### src/rtl/auto_nav_ctrl.sv
// auto_nav_ctrl: right-hand wall-following Moore FSM driving timed motion and barrier commands
module auto_nav_ctrl #(
  parameter int unsigned TURN_CYCLES   = 50_000_000,
  parameter int unsigned MOVE_CYCLES   = 30_000_000,
  parameter int unsigned SETTLE_CYCLES = 10_000_000
) (
  input  logic       sys_clk,
  input  logic       rst,
  input  logic       enable,
  input  logic       front_detector,
  input  logic       back_detector,
  input  logic       left_detector,
  input  logic       right_detector,
  output logic       move_forward_signal,
  output logic       move_backward_signal,
  output logic       turn_left_signal,
  output logic       turn_right_signal,
  output logic       place_barrier_signal,
  output logic       destroy_barrier_signal,
  output logic [2:0] state_out,
  output logic       busy
);
  typedef enum logic [2:0] {
    IDLE      = 3'd0,
    DECIDE    = 3'd1,
    TURN_R    = 3'd2,
    TURN_L    = 3'd3,
    TURN_BACK = 3'd4,
    FORWARD   = 3'd5,
    SETTLE    = 3'd6
  } state_t;
  localparam logic [31:0] TURN_LD   = 32'(TURN_CYCLES - 1);
  localparam logic [31:0] BACK_LD   = 32'(2 * TURN_CYCLES - 1);
  localparam logic [31:0] MOVE_LD   = 32'(MOVE_CYCLES - 1);
  localparam logic [31:0] SETTLE_LD = 32'(SETTLE_CYCLES - 1);
  state_t      state, state_d;
  logic [31:0] timer, timer_d, load;
  logic        front_q, back_q, left_q, right_q;
  logic        unused_back;
  assign unused_back            = back_q;
  assign state_out              = state;
  assign move_backward_signal   = 1'b0;
  assign destroy_barrier_signal = 1'b0;
  always_comb begin
    state_d = state;
    case (state)
      IDLE:                      state_d = DECIDE;
      DECIDE:                    state_d = !right_q ? TURN_R : !front_q ? FORWARD : !left_q ? TURN_L : TURN_BACK;
      TURN_R, TURN_L, TURN_BACK: state_d = timer == 32'd0 ? FORWARD : state;
      FORWARD:                   state_d = (front_q || timer == 32'd0) ? SETTLE : FORWARD;
      SETTLE:                    state_d = timer == 32'd0 ? DECIDE : SETTLE;
      default:                   state_d = IDLE;
    endcase
    if (!enable) state_d = IDLE;
    load = (state_d == TURN_R || state_d == TURN_L) ? TURN_LD :
           state_d == TURN_BACK ? BACK_LD :
           state_d == FORWARD   ? MOVE_LD :
           state_d == SETTLE    ? SETTLE_LD : 32'd0;
    timer_d = state_d != state ? load : timer != 32'd0 ? timer - 32'd1 : 32'd0;
  end
  always_ff @(posedge sys_clk) begin
    if (rst) begin
      state                <= IDLE;
      timer                <= '0;
      {front_q, back_q, left_q, right_q} <= '0;
      move_forward_signal  <= 1'b0;
      turn_left_signal     <= 1'b0;
      turn_right_signal    <= 1'b0;
      place_barrier_signal <= 1'b0;
      busy                 <= 1'b0;
    end else begin
      state                <= state_d;
      timer                <= timer_d;
      {front_q, back_q, left_q, right_q} <= {front_detector, back_detector, left_detector, right_detector};
      move_forward_signal  <= state_d == FORWARD;
      turn_left_signal     <= state_d == TURN_L || state_d == TURN_BACK;
      turn_right_signal    <= state_d == TURN_R;
      place_barrier_signal <= state_d == TURN_BACK && state != TURN_BACK;
      busy                 <= state_d != IDLE;
    end
  end
endmodule

### config.mk
export PLATFORM = sky130hd
export DESIGN_NAME = auto_nav_ctrl
export DESIGN_NICKNAME = d
export VERILOG_FILES = /design/src/rtl/auto_nav_ctrl.sv
export SDC_FILE = /design/constraint.sdc
export NUM_CORES = 1
export LEC_CHECK = 0
export ABC_AREA = 1
export BUFFER_PORTS_ARGS = -buffer_cell sky130_fd_sc_hd__buf_4
export CAP_MARGIN = 20
export CORE_MARGIN = 10
export CORE_UTILIZATION = 51
export CTS_CLUSTER_DIAMETER = 150
export CTS_CLUSTER_SIZE = 24
export DETAILED_ROUTE_END_ITERATION = 12
export PLACE_DENSITY = 0.69
export SKIP_CTS_REPAIR_TIMING = 1
export SLEW_MARGIN = 0
export SYNTH_ARGS = -nofsm -noshare
export SYNTH_HDL_FRONTEND = slang
export SYNTH_SLANG_ARGS = --single-unit
### constraint.sdc
create_clock -name sys_clk -period 3.54 [get_ports sys_clk]
set_clock_uncertainty 0.2 [all_clocks]
set_input_delay 0.531 -clock sys_clk [delete_from_list [all_inputs] [get_ports sys_clk]]
set_output_delay 0.531 -clock sys_clk [all_outputs]
set_load 0.005 [all_outputs]
== Word level (Yosys, flattened, before mapping) ==
Cells that the tools add are included.
Storage, ports and cells
  register bits after elaboration: 43
  output and inout port bits: 10
Operators by class
  eq/ne operators: 13
  mux-type cells: 14
  reduce and logical (&&, ||, !) cells: 9
  $add $sub $neg: 1
Operators with widths (number)
  32-bit 2-to-1 mux: 2
  27-bit 2-to-1 mux: 2
  32-bit logical NOT: 1
  32-bit nonzero test: 1
  32-bit by 1-bit subtractor with 32-bit output, second input constant: 1
  25-bit 2-to-1 mux: 1
  24-bit 2-to-1 mux: 1
  3-bit == test, second input constant: 6
  3-bit 2-to-1 mux: 6
  3-bit one-hot mux with 5 select lines: 1
  3-bit by 2-bit == test with 1-bit output, second input constant: 4
  3-bit by 1-bit == test with 1-bit output, second input constant: 1
  3-bit logical NOT: 1
  1-bit logical OR: 3
  3-bit inequality test: 1
  3-bit inequality test, second input constant: 1
  3-bit nonzero test: 1
  3-bit OR reduction: 1
  2-bit 2-to-1 mux: 1
  1-bit logical AND: 1

== Logic depth before layout (Yosys ltp) ==
  depth after elaboration: 11
  mapped depth: 18

== Least setup slack after synthesis ==
Ideal clock, no wire load.
  path kind: register -> register
  start: reg timer[0]
  end: reg timer[17]
  stages on the path, launching flop included: 17
  setup time: 114 ps
  data arrival time: 1850 ps
  setup slack: 1376 ps
  required time: 3226 ps
  cell sequence: dfxtp_1 > inv_1 > ha_1 > nand2_1 > nor2_2 > nand2_4 > nor2_8 > o21ai_2 > nand2_4 > nand2_4 > nand2_4 > nand2_4 > nor2_8 > nand2_4 > buf_6 > nand3b_1 > nand2_1
Between the ends
  word-level cells in the longest chain between the ends: 10
  elaborated cells on any way between the ends: 20
  classes of those cells: 1 x add/sub; 5 x eq/ne; 10 x mux; 4 x reduce/logical
Ends and longest elaborated chain
  start: declaration: line 37  | logic [31:0] timer, timer_d, load;
  start signal: assignment: line 73  | timer <= timer_d;
  32-bit logical NOT: line 49, 50, 51
  1-bit logical OR: line 50  | FORWARD: state_d = (front_q || timer == 32'd0) ? SETTLE : FORWARD;
  2-bit 2-to-1 mux: line 50
  3-bit one-hot mux with 5 select lines: line 46  | case (state)
  3-bit 2-to-1 mux: line 54  | if (!enable) state_d = IDLE;
  3-bit == test: line 57  | state_d == FORWARD ? MOVE_LD :
  25-bit 2-to-1 mux: line 57
  27-bit 2-to-1 mux: line 56  | state_d == TURN_BACK ? BACK_LD :
  27-bit 2-to-1 mux: line 55  | load = (state_d == TURN_R || state_d == TURN_L) ? TURN_LD :
  32-bit 2-to-1 mux *: line 59  | timer_d = state_d != state ? load : timer != 32'd0 ? timer - 32'd1 : 32'd0;
Mark *: on every way between the ends. The rest lies on a longest branch, timed or not.
A chain may end at the register's enable or synchronous reset.

== Worst setup path after layout ==
  start: reg timer[0]
  end: reg timer[31]
Between the ends
  word-level cells in the longest chain between the ends: 7
  elaborated cells on any way between the ends: 12
  classes of those cells: 1 x add/sub; 1 x eq/ne; 7 x mux; 3 x reduce/logical
Ends and longest elaborated chain (line)
  32-bit logical NOT: 49, 50, 51
  1-bit logical OR: 50
  2-bit 2-to-1 mux: 50
  3-bit one-hot mux with 5 select lines: 46
  3-bit 2-to-1 mux: 54
  3-bit inequality test: 59
  32-bit 2-to-1 mux *: 59
Marks and branches as above.

==> flow_metrics.py <==
metrics = {
    "status": {
        "status": "finished, final reports clean",
    },
    "clock_network": {
        "clkTransAtPathRegs_ns": 0.08,
        "clk_latency_ns": 0.31,
        "cts_tree": "built",
        "numCtsBuffers": 5,
        "root_buffer": "clkbuf_8",
        "h-tree-depth": 2,
        "cts.sinks": 43,
        "clk_path_buf_depth": 2,
    },
    "yosys": {
        "synth_cells": 375,
        "avgSynthCellArea_um2": 7.35,
        "synth_top_area_share_pct": 31.2,
        "syn_area_mm2": 0.00276,
        "yosys_warnings": 0,
        "ys_async_sr_fraction_pct": 0,
        "synth-seq-cells": 43,
        "synth_largest_area_cell": "dfxtp_1",
        "synth-edff-count": 0,
        "synth_cell_types": 39,
        "synth_commonest_cells": "nand2_1 (82), nor2_1 (60), dfxtp_1 (43)",
        "ys_top_cells_by_area": "dfxtp_1 (31%), nand2_1 (11%), nor2_1 (8.2%)",
        "yosysMostFrequentCell": "nand2_1",
        "ys_seq_area_share_pct": 31.2,
        "synth_ff_type": "dfxtp_1",
    },
    "routing": {
        "via_count": 2292,
        "wl_mm": 5.91,
        "drt_iter0_drc": 132,
        "firstDrtPassIters": 4,
        "antenna_left": 0,
        "wl_per_cell_um": 12.9,
        "drc_errors": 0,
        "vias_per_cell": 5.02,
    },
    "timing": {
        "period_share_pct": 79.4,
        "setup_viol": 0,
        "rsz0062_at_grt": "false",
        "fin_crit_ns": 2.81,
        "fin_setup_tns_ns": 0,
        "fmax_ghz": 0.356,
        "slew_viol_final": 0,
        "hold_viol_final": 0,
    },
    "floorplanning": {
        "rows": 26,
        "start_util_pct": 53.3,
        "die-area_mm2": 0.00875,
        "die_w_um": 93.5,
        "io_pins": 17,
        "dieHeight_um": 93.5,
        "core_mm2": 0.00517,
    },
    "critical_path": {
        "max_stage_delay_ns": 0.30,
        "timing.critical_path.mode_cell": "nand2_1",
        "crit_path_end_kind": "flip-flop",
        "slowest_stage": "dfxtp_1",
        "path_buf_inv": 2,
        "critical_path_class": "flip-flop to flip-flop",
        "worstPathRequired_ns": 3.59,
        "cp_max_fo": 21,
        "path_delay_family": "simple AND/OR/NAND/NOR gates",
        "start_kind": "flip-flop",
        "cp_cell_sequence": "inv_1 -> ha_1 -> nand2_1 -> nor2_1 -> nand2_1 -> o21bai_1 -> nand2_1 -> nand2_1 -> nand2_1 -> nand2_1 -> nand2_1 -> nor2_8 -> nand2_4 -> inv_6 -> nand2_2 -> nor2_1",
        "arrival_ns": 2.86,
    },
    "global_route": {
        "grt.overflow.total": 0,
        "grt_max_degree": 22,
        "antenna_found_initial": 0,
        "grt_pass1_vias": 2221,
        "track_usage_pct": 14.3,
        "grt_first_pass_wirelength_mm": 10.2,
    },
    "cells_and_area": {
        "design_area_mm2": 0.00297,
        "utilization_pct": 57.5,
        "areaGrowthSynthToFinish_pct": 7.81,
        "layoutNonFillerInstCount": 457,
        "diodes": 0,
        "drive_gt1_share_pct": 20.7,
        "fin_nets": 395,
    },
    "place": {
        "place_area_mm2": 0.00285,
        "place_congestion": 0.946,
        "hpwl_mm": 4.44,
        "portBuffers": 13,
        "dpl.cell_count": 449,
    },
    "job": {
        "cap_violations": 0,
    },
    "min_path": {
        "hold_class": "input pin to flip-flop",
    },
}
[worst min-delay path: cells and delay by family]
kind | cells | cell delay, ns
buf+inv | 2 | 0.10
simple gates | 1 | 0.06
[registers in the layout (all words and copies together), names as in the netlist]
signal                cells
front_q                   1
move_forward_signal       1
right_q                   1
timer                    32
left_q                    1
turn_left_signal          1
turn_right_signal         1
place_barrier_signal      1
state_out                 3
busy                      1
[cell families after synthesis]
group | share of synthesized area (%)
AO/OA/AOI/OAI | 4.36
XOR/XNOR | 8.90
adder cells (fa/ha/maj) | 0.908
buffers and inverters | 8.90
flip-flops | 31.2
other | 0.136
AND/OR/NAND/NOR | 45.6
[stage by stage]
step           worst slack [ns]  hold WS, ns
2_1_floorplan              1.38        0.300
3_3_place_gp              0.785        0.324
3_5_place_dp              0.763        0.327
4_1_cts                   0.739        0.209
5_1_grt                   0.506        0.229
6_report                  0.728        0.214
[area by class of cell]
cell class,count,area [um^2]
tap,70,87.6
clock inverter,2,38.8
multi-input combinational,286,1660
timing repair buffer,14,105
inverter,36,140
sequential,43,861
fill,500,2200
clock buffer,6,82.6
[final timing paths]
check,start,to,slack (ns),cells after the start
setup / recovery,timer[0],timer[31],0.73,16
hold / removal,front_detector,front_q,0.21,3
hold reg to reg,timer[29],timer[29],0.34,2
setup reg to reg,timer[0],timer[31],0.73,16
[layout by cell type, fill, tap and decap left out, types with 3 or more instances in the layout]
| cell | instances |
|---|---|
| nand2_1 | 82 |
| nor2_1 | 59 |
| dfxtp_1 | 43 |
| inv_1 | 33 |
| nand3_1 | 22 |
| nand3_2 | 20 |
| xor2_1 | 19 |
| buf_4 | 14 |
| nor2_2 | 11 |
| a21oi_1 | 10 |
| xnor2_1 | 9 |
| nor2_4 | 7 |
| nor3_1 | 7 |
| nand2_4 | 7 |
| nand4_1 | 6 |
| clkbuf_8 | 6 |
| o21ai_0 | 4 |
| nand2_2 | 3 |
[routing by layer]
layer | vias to the layer above | GRT usage (%) | routed length [um]
met5 | - | 0 | 0
met4 | 0 | 4.63 | 82
met2 | 41 | 23.3 | 2770
li1 | 1199 | - | -
met3 | 8 | 4.32 | 328
met1 | 1044 | 17.4 | 2730
Power is left out: the tool's default activity adds up to more than one toggle a clock period on the data nets, which glitch-free logic cannot reach.
